### src/rtl/frame_capture.sv
// frame_capture: captures RGB565 byte pairs from a DVP-style camera and writes
// one 4-bit grayscale pixel per completed pair into a frame buffer.
//
// Optional feature: define FRAME_CAPTURE_CROP_EN to write only the centre
// window 20<=x<620, 40<=y<440. Addresses remain full-frame.
//
// Ports:
//   pixel_clk   camera PCLK; all logic runs on its rising edge
//   rst_n       asynchronous active-low reset
//   capture_en  level that arms continuous frame capture
//   cam_vsync   high during vertical blanking
//   cam_href    high while line bytes are valid
//   cam_data    RGB565 byte stream, high byte first
//   wr_en       one-cycle frame-buffer write strobe
//   wr_addr     write address y*H_ACTIVE+x
//   wr_data     grayscale pixel
//   frame_done  one-cycle pulse: frame ended with exactly V_ACTIVE lines
//   frame_err   one-cycle pulse: frame ended with any other line count
//   busy        high whenever the controller is not idle
module frame_capture #(
  parameter int unsigned H_ACTIVE = 640,
  parameter int unsigned V_ACTIVE = 480
) (
  input  logic        pixel_clk,
  input  logic        rst_n,
  input  logic        capture_en,
  input  logic        cam_vsync,
  input  logic        cam_href,
  input  logic [7:0]  cam_data,
  output logic        wr_en,
  output logic [18:0] wr_addr,
  output logic [3:0]  wr_data,
  output logic        frame_done,
  output logic        frame_err,
  output logic        busy
);

  localparam int unsigned ADDR_W = 19;
  localparam int unsigned PIX_W  = 4;
  localparam int unsigned SUM_W  = 6;
  // x saturates at H_ACTIVE; y saturates one past V_ACTIVE so an
  // over-long frame still reads as a line-count error.
  localparam int unsigned X_W    = $clog2(H_ACTIVE + 1);
  localparam int unsigned Y_W    = $clog2(V_ACTIVE + 2);

  localparam logic [X_W-1:0]    X_LIM     = X_W'(H_ACTIVE);
  localparam logic [Y_W-1:0]    Y_LIM     = Y_W'(V_ACTIVE);
  localparam logic [Y_W-1:0]    Y_SAT     = Y_W'(V_ACTIVE + 1);
  localparam logic [ADDR_W-1:0] LINE_STEP = ADDR_W'(H_ACTIVE);

`ifdef FRAME_CAPTURE_CROP_EN
  localparam int unsigned CROP_X0 = 20;
  localparam int unsigned CROP_X1 = 620;
  localparam int unsigned CROP_Y0 = 40;
  localparam int unsigned CROP_Y1 = 440;
`endif

  typedef enum logic [1:0] {
    IDLE       = 2'd0,
    WAIT_BLANK = 2'd1,
    WAIT_START = 2'd2,
    ACTIVE     = 2'd3
  } state_t;

  state_t state_q, state_d;
  logic   frame_end;

  logic [X_W-1:0]    x_q;
  logic [Y_W-1:0]    y_q;
  logic [ADDR_W-1:0] line_base_q;
  logic              phase_q;
  logic              href_q;
  logic [7:0]        hi_q;

  logic [4:0]        r5;
  logic [5:0]        g6;
  logic [4:0]        b5;
  logic [SUM_W-1:0]  gray_sum;
  logic [ADDR_W-1:0] pix_addr;
  logic              in_range;
  logic              write_ok;

  // State register
  always_ff @(posedge pixel_clk or negedge rst_n) begin
    if (!rst_n) begin
      state_q <= IDLE;
    end else begin
      state_q <= state_d;
    end
  end

  // Next-state logic; a vsync high seen in ACTIVE is the rising edge that
  // closes the frame, since ACTIVE is only entered with vsync low.
  always_comb begin
    state_d   = state_q;
    frame_end = 1'b0;
    case (state_q)
      IDLE:       if (capture_en) state_d = WAIT_BLANK;
      WAIT_BLANK: if (cam_vsync)  state_d = WAIT_START;
      WAIT_START: if (!cam_vsync) state_d = ACTIVE;
      ACTIVE: begin
        if (cam_vsync) begin
          frame_end = 1'b1;
          state_d   = capture_en ? WAIT_START : IDLE;
        end
      end
      default:    state_d = IDLE;
    endcase
  end

  // RGB565 unpack: high byte held from the even phase, low byte live
  assign r5 = hi_q[7:3];
  assign g6 = {hi_q[2:0], cam_data[7:5]};
  assign b5 = cam_data[4:0];

  // (R[4:1] + 2*G[5:2] + B[4:1]) in 6 bits; max 60, the top 4 bits are gray
  assign gray_sum = SUM_W'(r5 >> 1) + SUM_W'((g6 >> 2) << 1) + SUM_W'(b5 >> 1);

  assign pix_addr = line_base_q + ADDR_W'(x_q);
  assign in_range = (x_q < X_LIM) && (y_q < Y_LIM);

`ifdef FRAME_CAPTURE_CROP_EN
  assign write_ok = in_range
                    && (32'(x_q) >= CROP_X0) && (32'(x_q) < CROP_X1)
                    && (32'(y_q) >= CROP_Y0) && (32'(y_q) < CROP_Y1);
`else
  assign write_ok = in_range;
`endif

  // Pixel assembly, counters and registered outputs
  always_ff @(posedge pixel_clk or negedge rst_n) begin
    if (!rst_n) begin
      wr_en       <= 1'b0;
      wr_addr     <= '0;
      wr_data     <= '0;
      frame_done  <= 1'b0;
      frame_err   <= 1'b0;
      busy        <= 1'b0;
      x_q         <= '0;
      y_q         <= '0;
      line_base_q <= '0;
      phase_q     <= 1'b0;
      href_q      <= 1'b0;
      hi_q        <= '0;
    end else begin
      wr_en      <= 1'b0;
      frame_done <= frame_end && (y_q == Y_LIM);
      frame_err  <= frame_end && (y_q != Y_LIM);
      busy       <= (state_d != IDLE);

      if ((state_q != ACTIVE) || frame_end) begin
        // Counters start every frame from the origin
        x_q         <= '0;
        y_q         <= '0;
        line_base_q <= '0;
        phase_q     <= 1'b0;
        href_q      <= 1'b0;
      end else begin
        href_q <= cam_href;
        if (cam_href) begin
          if (!phase_q) begin
            hi_q    <= cam_data;
            phase_q <= 1'b1;
          end else begin
            phase_q <= 1'b0;
            if (write_ok) begin
              wr_en   <= 1'b1;
              wr_addr <= pix_addr;
              wr_data <= gray_sum[SUM_W-1 -: PIX_W];
            end
            if (x_q < X_LIM) begin
              x_q <= x_q + X_W'(1);
            end
          end
        end else if (href_q) begin
          // Line end: a dangling high byte is dropped
          phase_q <= 1'b0;
          x_q     <= '0;
          if ((x_q != '0) && (y_q < Y_SAT)) begin
            y_q         <= y_q + Y_W'(1);
            line_base_q <= line_base_q + LINE_STEP;
          end
        end
      end
    end
  end

endmodule
### config.mk
export PLATFORM = sky130hd
export DESIGN_NAME = frame_capture
export DESIGN_NICKNAME = d
export VERILOG_FILES = /design/src/rtl/frame_capture.sv
export SDC_FILE = /design/constraint.sdc
export NUM_CORES = 1
export LEC_CHECK = 0
export BUFFER_PORTS_ARGS = -buffer_cell sky130_fd_sc_hd__buf_4
export CAP_MARGIN = 20
export CORE_UTILIZATION = 46
export DETAILED_ROUTE_END_ITERATION = 7
export PLACE_DENSITY = 0.73
export SLEW_MARGIN = 20
export SYNTH_ARGS = -nofsm -noshare
export SYNTH_HDL_FRONTEND = slang
export SYNTH_SLANG_ARGS = --single-unit
### constraint.sdc
create_clock -name pixel_clk -period 5.85 [get_ports pixel_clk]
set_clock_uncertainty 0.1 [all_clocks]
set_input_delay 0.585 -clock pixel_clk [delete_from_list [all_inputs] [get_ports pixel_clk]]
set_output_delay 0.585 -clock pixel_clk [all_outputs]
set_load 0.005 [all_outputs]
# Word level (Yosys, flattened, before mapping)
# Cells that the tools add are included.
# Widths: inputs -> output; s select.
[op_classes] eq_ne=9 n_bitwise=2 n_addsub=6 n_lt_le_gt_ge=3 n_reduce_logical=15 n_mux=30
[op_table] op="$mux 19" count=4
[op_table] op="$mux 10" count=5
[op_table] op="$mux 9" count=4
[op_table] op="$add 19x10->19" count=1
[op_table] op="$add 19x10->19 const B" count=1
[op_table] op="$lt 9x9->1 const B" count=2
[op_table] op="$mux 1" count=11
[op_table] op="$add 10x1->10 const B" count=1
[op_table] op="$lt 10x10->1 const B" count=1
[op_table] op="$mux 2" count=5
[op_table] op="$reduce_bool 10->1" count=1
[op_table] op="$add 9x1->9 const B" count=1
[op_table] op="$eq 9x9->1 const B" count=1
[op_table] op="$ne 9x9->1 const B" count=1
[op_table] op="$reduce_and 3->1" count=3
[op_table] op="$pmux 2 s4" count=1
[op_table] op="$add 4x5->6" count=1
[op_table] op="$add 6x4->6" count=1
[op_table] op="$ne 3x1->1 const B" count=2
[op_table] op="$reduce_bool 2->1" count=3
[op_table] op="$eq 2x2->1 const B" count=2
[op_table] op="$logic_and 1x1->1" count=4
[op_table] op="$reduce_and 4->1" count=1
[op_table] op="$reduce_bool 3->1" count=1
[op_table] op="6 further kinds" count=7
[totals] in_bits=13 reg_bits=77

# Longest topological paths before layout
# Gate-level depths: netlist (run 1).
[depth] word_depth=6 mapped_depth=7

# Worst setup path before layout (run 1)
# No wires, ideal clock.
[synth_path] kind="input -> register" startpoint="input cam_href" endpoint="register line_base_q[13]" arrival_time_ps=2045 path_buffers=2 stages=7 setup_slack_ps=3627 cell_sequence="clkbuf_2 -> inv_1 -> nand2_1 -> or3_1 -> buf_2 -> or4_1 -> a21oi_1"
[synth_via] elab_chain_cells=2
[synth_rtl] item="start: declaration" line="28" source="input logic cam_href,"
[synth_rtl] item="$ne 2x1->1 (no line)"
[synth_rtl] item="$reduce_and 3->1 (no line)"
[synth_rtl] item="end signal: assignment" line="181" source="line_base_q <= line_base_q + LINE_STEP;"
[synth_rtl] item="end: declaration" line="70" source="logic [ADDR_W-1:0] line_base_q;"
# No other way between the ends.
# A chain may end at the register's enable or synchronous reset.

# Final worst setup path (run 1)
[layout_path] startpoint="register x_q[0]" endpoint="register line_base_q[13]"
[layout_via] elab_chain_cells=4
[layout_rtl] item="start: declaration" line="68" source="logic [X_W-1:0] x_q;"
[layout_rtl] item="start signal: assignment" line="172" source="x_q <= x_q + X_W'(1);"
[layout_rtl] item="$reduce_bool 10->1" line="179" source="if ((x_q != '0) && (y_q < Y_SAT)) begin"
[layout_rtl] item="$logic_and 1x1->1" line="179"
[layout_rtl] item="$reduce_bool 2->1 (no line)"
[layout_rtl] item="$reduce_and 3->1 (no line)"
# No other way between the ends.

==> results of run 1 <==
## cell usage after synthesis, types with 2 or more instances
master	n	area share, %
nand3_1	11	1.6
nand2b_1	2	0.37
xnor2_1	25	6.4
clkbuf_1	10	1.1
o31ai_1	3	0.66
fa_1	4	2.4
nor3_1	7	1.0
ha_1	11	4.0
nand4_1	9	1.7
nor2b_1	3	0.55
dfrtp_1	69	51
or3_1	5	0.92
a31oi_1	3	0.55
nor2_1	38	4.2
nor4_1	6	1.1
o21ai_0	23	3.4
mux2_2	14	4.6
and2_1	2	0.37
xor2_1	3	0.77
nand2_1	35	3.9
or4_1	3	0.66
and3_1	3	0.55
a21o_1	3	0.66
inv_1	8	0.88
a21oi_1	17	2.5
o311ai_0	2	0.52
## per-layer routing
metal,GRT usage [%],vias up,routed length [um]
met5,0,-,0
met1,24.4,1217,3020
li1,-,1242,-
met2,30.0,58,3150
met3,3.30,9,265
met4,8.94,0,84
## metrics by stage
step	worst slack [ns]	util [%]	instances	hold WS, ns
floorplan	3.63	-	334	0.189
global placement	3.47	54.2	460	0.363
detailed placement	3.38	54.2	460	0.372
CTS	3.44	57.1	474	0.287
global route	3.30	57.1	474	0.337
finish	3.43	57.1	474	0.260
## placed cells by master, fill, tap and decap left out, drive strengths merged, types with 4 or more instances in the layout
| master | n |
|---|---|
| nand4 | 9 |
| nor2 | 38 |
| nand3 | 11 |
| o21ai | 24 |
| dfrtp | 69 |
| fa | 4 |
| nand2 | 35 |
| ha | 11 |
| inv | 8 |
| xnor2 | 25 |
| clkbuf | 9 |
| mux2 | 14 |
| or3 | 5 |
| a21oi | 17 |
| nor3 | 9 |
| nor4 | 6 |
| buf | 42 |
## registers in the layout (all words and copies together) (netlist names)
name         count
wr_addr         19
frame_err        1
wr_en            1
href_q           1
y_q              9
line_base_q     12
hi_q             7
wr_data          4
busy             1
state_q          2
frame_done       1
phase_q          1
x_q             10
## kinds of logic after synthesis
family          count (synthesis)  synth area share (%)
compound gates                 54                  8.94
simple gates                  133                  19.4
xor+xnor                       28                  7.21
mux                            15                  4.93
flops                          69                  50.8
fa+ha+maj                      15                  6.40
buf+inv                        20                  2.28
## worst paths after layout
kind,slack (ns),to,cells past startpoint,start
max,3.43,line_base_q[13]$_DFFE_PN0P_,6,x_q[0]$_DFFE_PN0P_
min,0.26,wr_data[0]$_DFFE_PN0P_,1,rst_n
max reg2reg,3.43,line_base_q[13]$_DFFE_PN0P_,6,x_q[0]$_DFFE_PN0P_
min reg2reg,0.38,wr_addr[13]$_DFFE_PN0P_,2,wr_addr[13]$_DFFE_PN0P_
max in group asynchronous,4.85,busy$_DFF_PN0_,1,rst_n
min in group pixel_clk,0.38,hi_q[6]$_DFFE_PN0P_,2,cam_data[6]
## power breakdown
group          switching [mW]  leakage [nW]  internal, mW  total, mW
Sequential             0.0313         0.937         0.524      0.555
Clock                   0.173         0.101         0.234      0.407
Combinational           0.125         0.697         0.129      0.254
## final cells by class
| cell class | count | area [sq um] |
|---|---|---|
| inverters | 8 | 30.0 |
| clock inverters | 5 | 77.6 |
| fillers | 629 | 2990 |
| repair buffers | 42 | 315 |
| flip-flops and latches | 69 | 1730 |
| clock buffers | 9 | 124 |
| well taps | 96 | 120 |
| multi-input cells | 245 | 1600 |
## worst register-to-register path: stages, from the launching register on
cell and delay, ns:
dfrtp_1 0.40, inv_1 0.09, ha_1 0.19, and4b_1 0.36, or3_1 0.54, or4_1 0.53
a21oi_1 0.15
==> results.yml, run 1 <==
sta:
  tightest_slew_ns: 0.852
  hold_viol: 0
  rsz0062_at_grt: "false"
  min_period_over_period_pct: 41.4
  setup_tns_ns: 0
  final.min_clock_period_ns: 2.42
  finalSetupViolCount: 0
  relSlewSlack_pct: 43.2
  fmaxAchievable_ghz: 0.413
  maxSlewViolCount: 0
die:
  io_pins: 40
  start_util_pct: 48.7
  die-area_sq_mm: 0.00774
  rows: 30
  core_region_area_sq_mm: 0.00698
  die_w_um: 88.0
  dieHeight_um: 88.0
worst_setup_path:
  cp.required_ns: 6.02
  cp_top_family: "simple AND/OR/NAND/NOR gates"
  slowest_delay_ns: 0.54
  path_buf_inv: 1
  critPathSlowestCell: "or3_1"
  worstPathCellList: "inv_1, ha_1, and4b_1, or3_1, or4_1, a21oi_1"
  start_kind: "flip-flop"
  critical_path_class: "flip-flop to flip-flop"
  path_max_fanout: 13
  worstPathArrival_ns: 2.60
  end_kind: "flip-flop"
grt:
  grt.overflow.total: 0
  grt_start_max_net_pins: 70
  grt_first_pass_wirelength_um: 11100
  grt_usage_pct: 18.6
  grt_pass1_vias: 2465
  antenna_found_initial: 0
synthesis:
  avgSynthCellArea_sq_um: 10.2
  ys.flop_type: "dfrtp_1"
  netlist_instances: 334
  synth_nets: 362
  synth_warnings: 0
  async_flop_share_pct: 100
  ys_ff_latch: 69
  seq_area_frac_synth_pct: 50.8
  netlist_area_sq_mm: 0.00340
  netlist-cell-type-count: 41
  synth_edf_count: 0
cts:
  cts_resized: 0
  clk_pin_slew_ns: 0.08
  clock_latency_ns: 0.34
  cts_tree: "yes"
  h-tree-depth: 3
  clkSinkCount: 69
  hold_buffers: 0
  clk_path_buf_depth: 2
  clockRootBuffer: "clkbuf_8"
  cts_buffers: 9
  cts_setup_buffers: 0
detailed_routing:
  drc: 0
  vias: 2526
  detail_route.wirelength_um: 6510
  ant_nets: 0
  wire_per_inst_um: 13.7
  first_pass_iters: 4
  viasPerCell: 5.33
  dr.first_iter.drc_count: 133
cells_and_area:
  antennaDiodeCount: 0
  drive_gt1_share_pct: 19.8
  synthToLayoutAreaGrowth_pct: 17.3
  fin_area_sq_mm: 0.00399
  final_nets: 403
worst_hold_path:
  hp-class: "input pin to asynchronous set/reset pin"
place:
  gp_congestion: 0.846
  placement.cell_area_sq_mm: 0.00379
  io_buffers: 39
  place_hpwl_um: 4390
pwr:
  p_per_area_mw_per_mm2: 305
  peakVddDrop_v: 0.000140
  fin_total_pwr_mw: 1.22
  p_leak_nw: 1.74
outcome:
  run_status: "completed"
flow_run:
  drv_cap: 0
No activity file was read; power rests on OpenSTA's default activity.
==> run 2, diff against run 1 <==
--- a/config.mk
+++ b/config.mk
@@ -5,11 +5,12 @@
 export SDC_FILE = /design/constraint.sdc
 export NUM_CORES = 1
 export LEC_CHECK = 0
+export ABC_AREA = 1
 export BUFFER_PORTS_ARGS = -buffer_cell sky130_fd_sc_hd__buf_4
 export CAP_MARGIN = 20
 export CORE_UTILIZATION = 46
 export DETAILED_ROUTE_END_ITERATION = 7
-export PLACE_DENSITY = 0.73
+export PLACE_DENSITY = 0.75
 export SLEW_MARGIN = 20
 export SYNTH_ARGS = -nofsm -noshare
 export SYNTH_HDL_FRONTEND = slang
==> constraint.sdc (replaced) <==
create_clock -name pixel_clk -period 2 [get_ports pixel_clk]
set_clock_uncertainty 0.1 [all_clocks]
set_input_delay 0.2 -clock pixel_clk [delete_from_list [all_inputs] [get_ports pixel_clk]]
set_output_delay 0.2 -clock pixel_clk [all_outputs]
set_load 0.005 [all_outputs]
==> results.yml, run 2 <==
synthesis:
  ys.flop_type: "dfrtp_1"
  async_flop_share_pct: 100
  yosysMostFrequentCell: "nand2_1"
  netlist_area_sq_mm: 0.00393
  yosys-top-cells-count: "nand2_1, dfrtp_1, nand3_1"
  synth_nets: 545
  synth_top_area_share_pct: 43.9
  synth_edf_count: 0
  netlist_instances: 517
  synth_warnings: 0
  avgSynthCellArea_sq_um: 7.61
  netlist-cell-type-count: 32
  synth_area_leader_cell: "dfrtp_1"
  synth.top_cells.by_area: "dfrtp_1, nand2_1, nand3_1, nor2_1, inv_1"
  ys_ff_latch: 69
  seq_area_frac_synth_pct: 43.9
die:
  core_region_area_sq_mm: 0.00826
  start_util_pct: 47.6
  die-area_sq_mm: 0.00892
  dieHeight_um: 94.5
  io_pins: 40
  rows: 33
  die_w_um: 94.5
cells_and_area:
  top_regs: "wr_addr (19), line_base_q (12), x_q (10)"
  antennaDiodeCount: 0
  largest_register: "wr_addr"
  synthToLayoutAreaGrowth_pct: 17.2
  drive_gt1_share_pct: 15.5
  largest_register_ff_count: 19
  final_nets: 593
  final_common_cell: "nand2_1"
  mostFrequentLayoutCells: "nand2_1, dfrtp_1, nand3_1, nor2_1, inv_1"
  fin_area_sq_mm: 0.00461
worst_setup_path:
  cp_top_family: "adder cells"
  slowest_delay_ns: 0.47
  critical_path_class: "flip-flop to flip-flop"
  r2r_setup_slack_ns: 0.04
  cp.depth: 8
  start_kind: "flip-flop"
  path_buf_inv: 1
  r2r_end: "wr_data[3]$_DFFE_PN0P_"
  r2r_start: "hi_q[5]$_DFFE_PN0P_"
  end_kind: "flip-flop"
  reg2reg_depth: 8
  worstPathArrival_ns: 2.10
  critPathSlowestCell: "fa_1"
  startpoint: "hi_q[5]$_DFFE_PN0P_"
  critPathCapture: "wr_data[3]$_DFFE_PN0P_"
  worstPathCellList: "fa_1, nand3_2, inv_2, fa_2, a21oi_2, nor2_1, nor2_1, o21ai_1"
  path_common_cell: "nor2_1"
  path_max_fanout: 2
  cp.required_ns: 2.14
grt:
  grt_start_max_net_pins: 47
  grt_pass1_vias: 3472
  use_met2_pct: 37.6
  grt_first_pass_wirelength_um: 15400
  grt.overflow.total: 0
  grtUsageMet3_pct: 4.51
  grt_usage_pct: 22.1
  antenna_found_initial: 0
  grt_use_met1_pct: 27.2
  top_usage_layer: "met2"
sta:
  rsz0062_at_grt: "true"
  min_period_over_period_pct: 98.1
  finalSetupViolCount: 0
  holdWs_ns: 0.00993
  tightest_slew_ns: 0.390
  hold_viol: 0
  fmaxAchievable_ghz: 0.510
  relSlewSlack_pct: 73.8
  final.min_clock_period_ns: 1.96
  maxSlewViolCount: 0
cts:
  clkSinkCount: 69
  cts_tree: "yes"
  clock_latency_ns: 0.35
  clockRootBuffer: "clkbuf_8"
  h-tree-depth: 3
  clk_pin_slew_ns: 0.08
  cts_buffers: 9
  clk_path_buf_depth: 2
detailed_routing:
  wire_per_inst_um: 13.1
  dr.first_iter.drc_count: 115
  ant_nets: 0
  drc: 0
  vias: 3491
  viasPerCell: 5.18
  first_pass_iters: 4
  detail_route.wirelength_um: 8820
outcome:
  run_status: "completed"
pwr:
  p_per_area_mw_per_mm2: 872
  fin_total_pwr_mw: 4.02
  p_leak_nw: 2.38
  peakVddDrop_v: 0.000445
place:
  placement.cell_area_sq_mm: 0.00433
  io_buffers: 39
  place_hpwl_um: 6330
  gp_congestion: 0.913
flow_run:
  drv_cap: 0
worst_hold_path:
  hp-class: "input pin to flip-flop"
[run 2: changes by cell type in the layout (fill, tap and decap cells not counted), moves of 5 or more]
cell / delta
nand2_1: +140
inv_1: +42
nand3_1: +42
xnor2_1: -21
o21ai_1: +18
o21ai_0: -17
nor2_1: +14
a21oi_1: -11
mux2_2: -7
inv_2: +6
nor4_1: -6
dlygate4sd3_1: +5
or3_1: -5
[run 2: power breakdown]
group / switching [mW] / internal [mW]
clock: 0.548 / 0.694
combinational: 0.624 / 0.480
sequential: 0.125 / 1.55
total: 1.30 / 2.72
[run 2: logic make-up after synthesis]
group	after synthesis	synth area share (%)
compound gates	36	4.87
xor+xnor	8	1.78
fa+ha+maj	15	5.54
buf+inv	70	7.64
flops	69	43.9
mux	7	2.00
simple gates	312	34.3
[run 2: per-stage QoR]
stage	setup TNS (ns)	worst slack [ns]	cells	util [%]
finish	0	0.0389	674	55.8
global route	-0.0750	-0.0422	674	55.8
CTS	0	0.0440	674	55.7
detailed placement	-0.0197	-0.0197	654	52.5
global placement	0	0.0691	654	52.5
floorplan	0	0.120	517	-
[run 2: per-layer routing]
layer,part of all wire (%),vias up,wire length [um]
met5,0,-,0
met1,45,1659,3940
met2,50,70,4390
met3,2.8,24,251
met4,2.6,0,233
li1,-,1738,-
[run 2: repair_timing]
item	in CTS	in global routing
hold buffers	5	0
pin swaps	0	2
hold endpoints to repair	27	0
resized for setup	3	3
setup endpoints to repair	1	13
gates cloned	0	0
setup buffers	0	0
[run 2: layout make-up]
cell class / instances / area, sq um
tap: 105 / 131
multi-input combinational: 378 / 1920
fill: 771 / 3650
sequential: 69 / 1730
inverter: 56 / 210
timing repair buffer: 51 / 408
clock buffer: 9 / 124
clock inverter: 6 / 88.8
[run 2: how the worst min path moves through the flow]
| stage | endpoint | cells after the start | startpoint | slack [ns] |
|---|---|---|---|---|
| 2_1_floorplan | busy$_DFF_PN0_ | 0 | rst_n | -0.20 |
| 3_3_place_gp | line_base_q[18]$_DFFE_PN0P_ | 1 | rst_n | 0.03 |
| 3_5_place_dp | line_base_q[17]$_DFFE_PN0P_ | 1 | rst_n | 0.03 |
| 4_1_cts | hi_q[1]$_DFFE_PN0P_ | 2 | cam_data[1] | 0.005 |
| 5_1_grt | hi_q[2]$_DFFE_PN0P_ | 2 | cam_data[2] | 0.0006 |
| 6_report | hi_q[2]$_DFFE_PN0P_ | 2 | cam_data[2] | 0.01 |
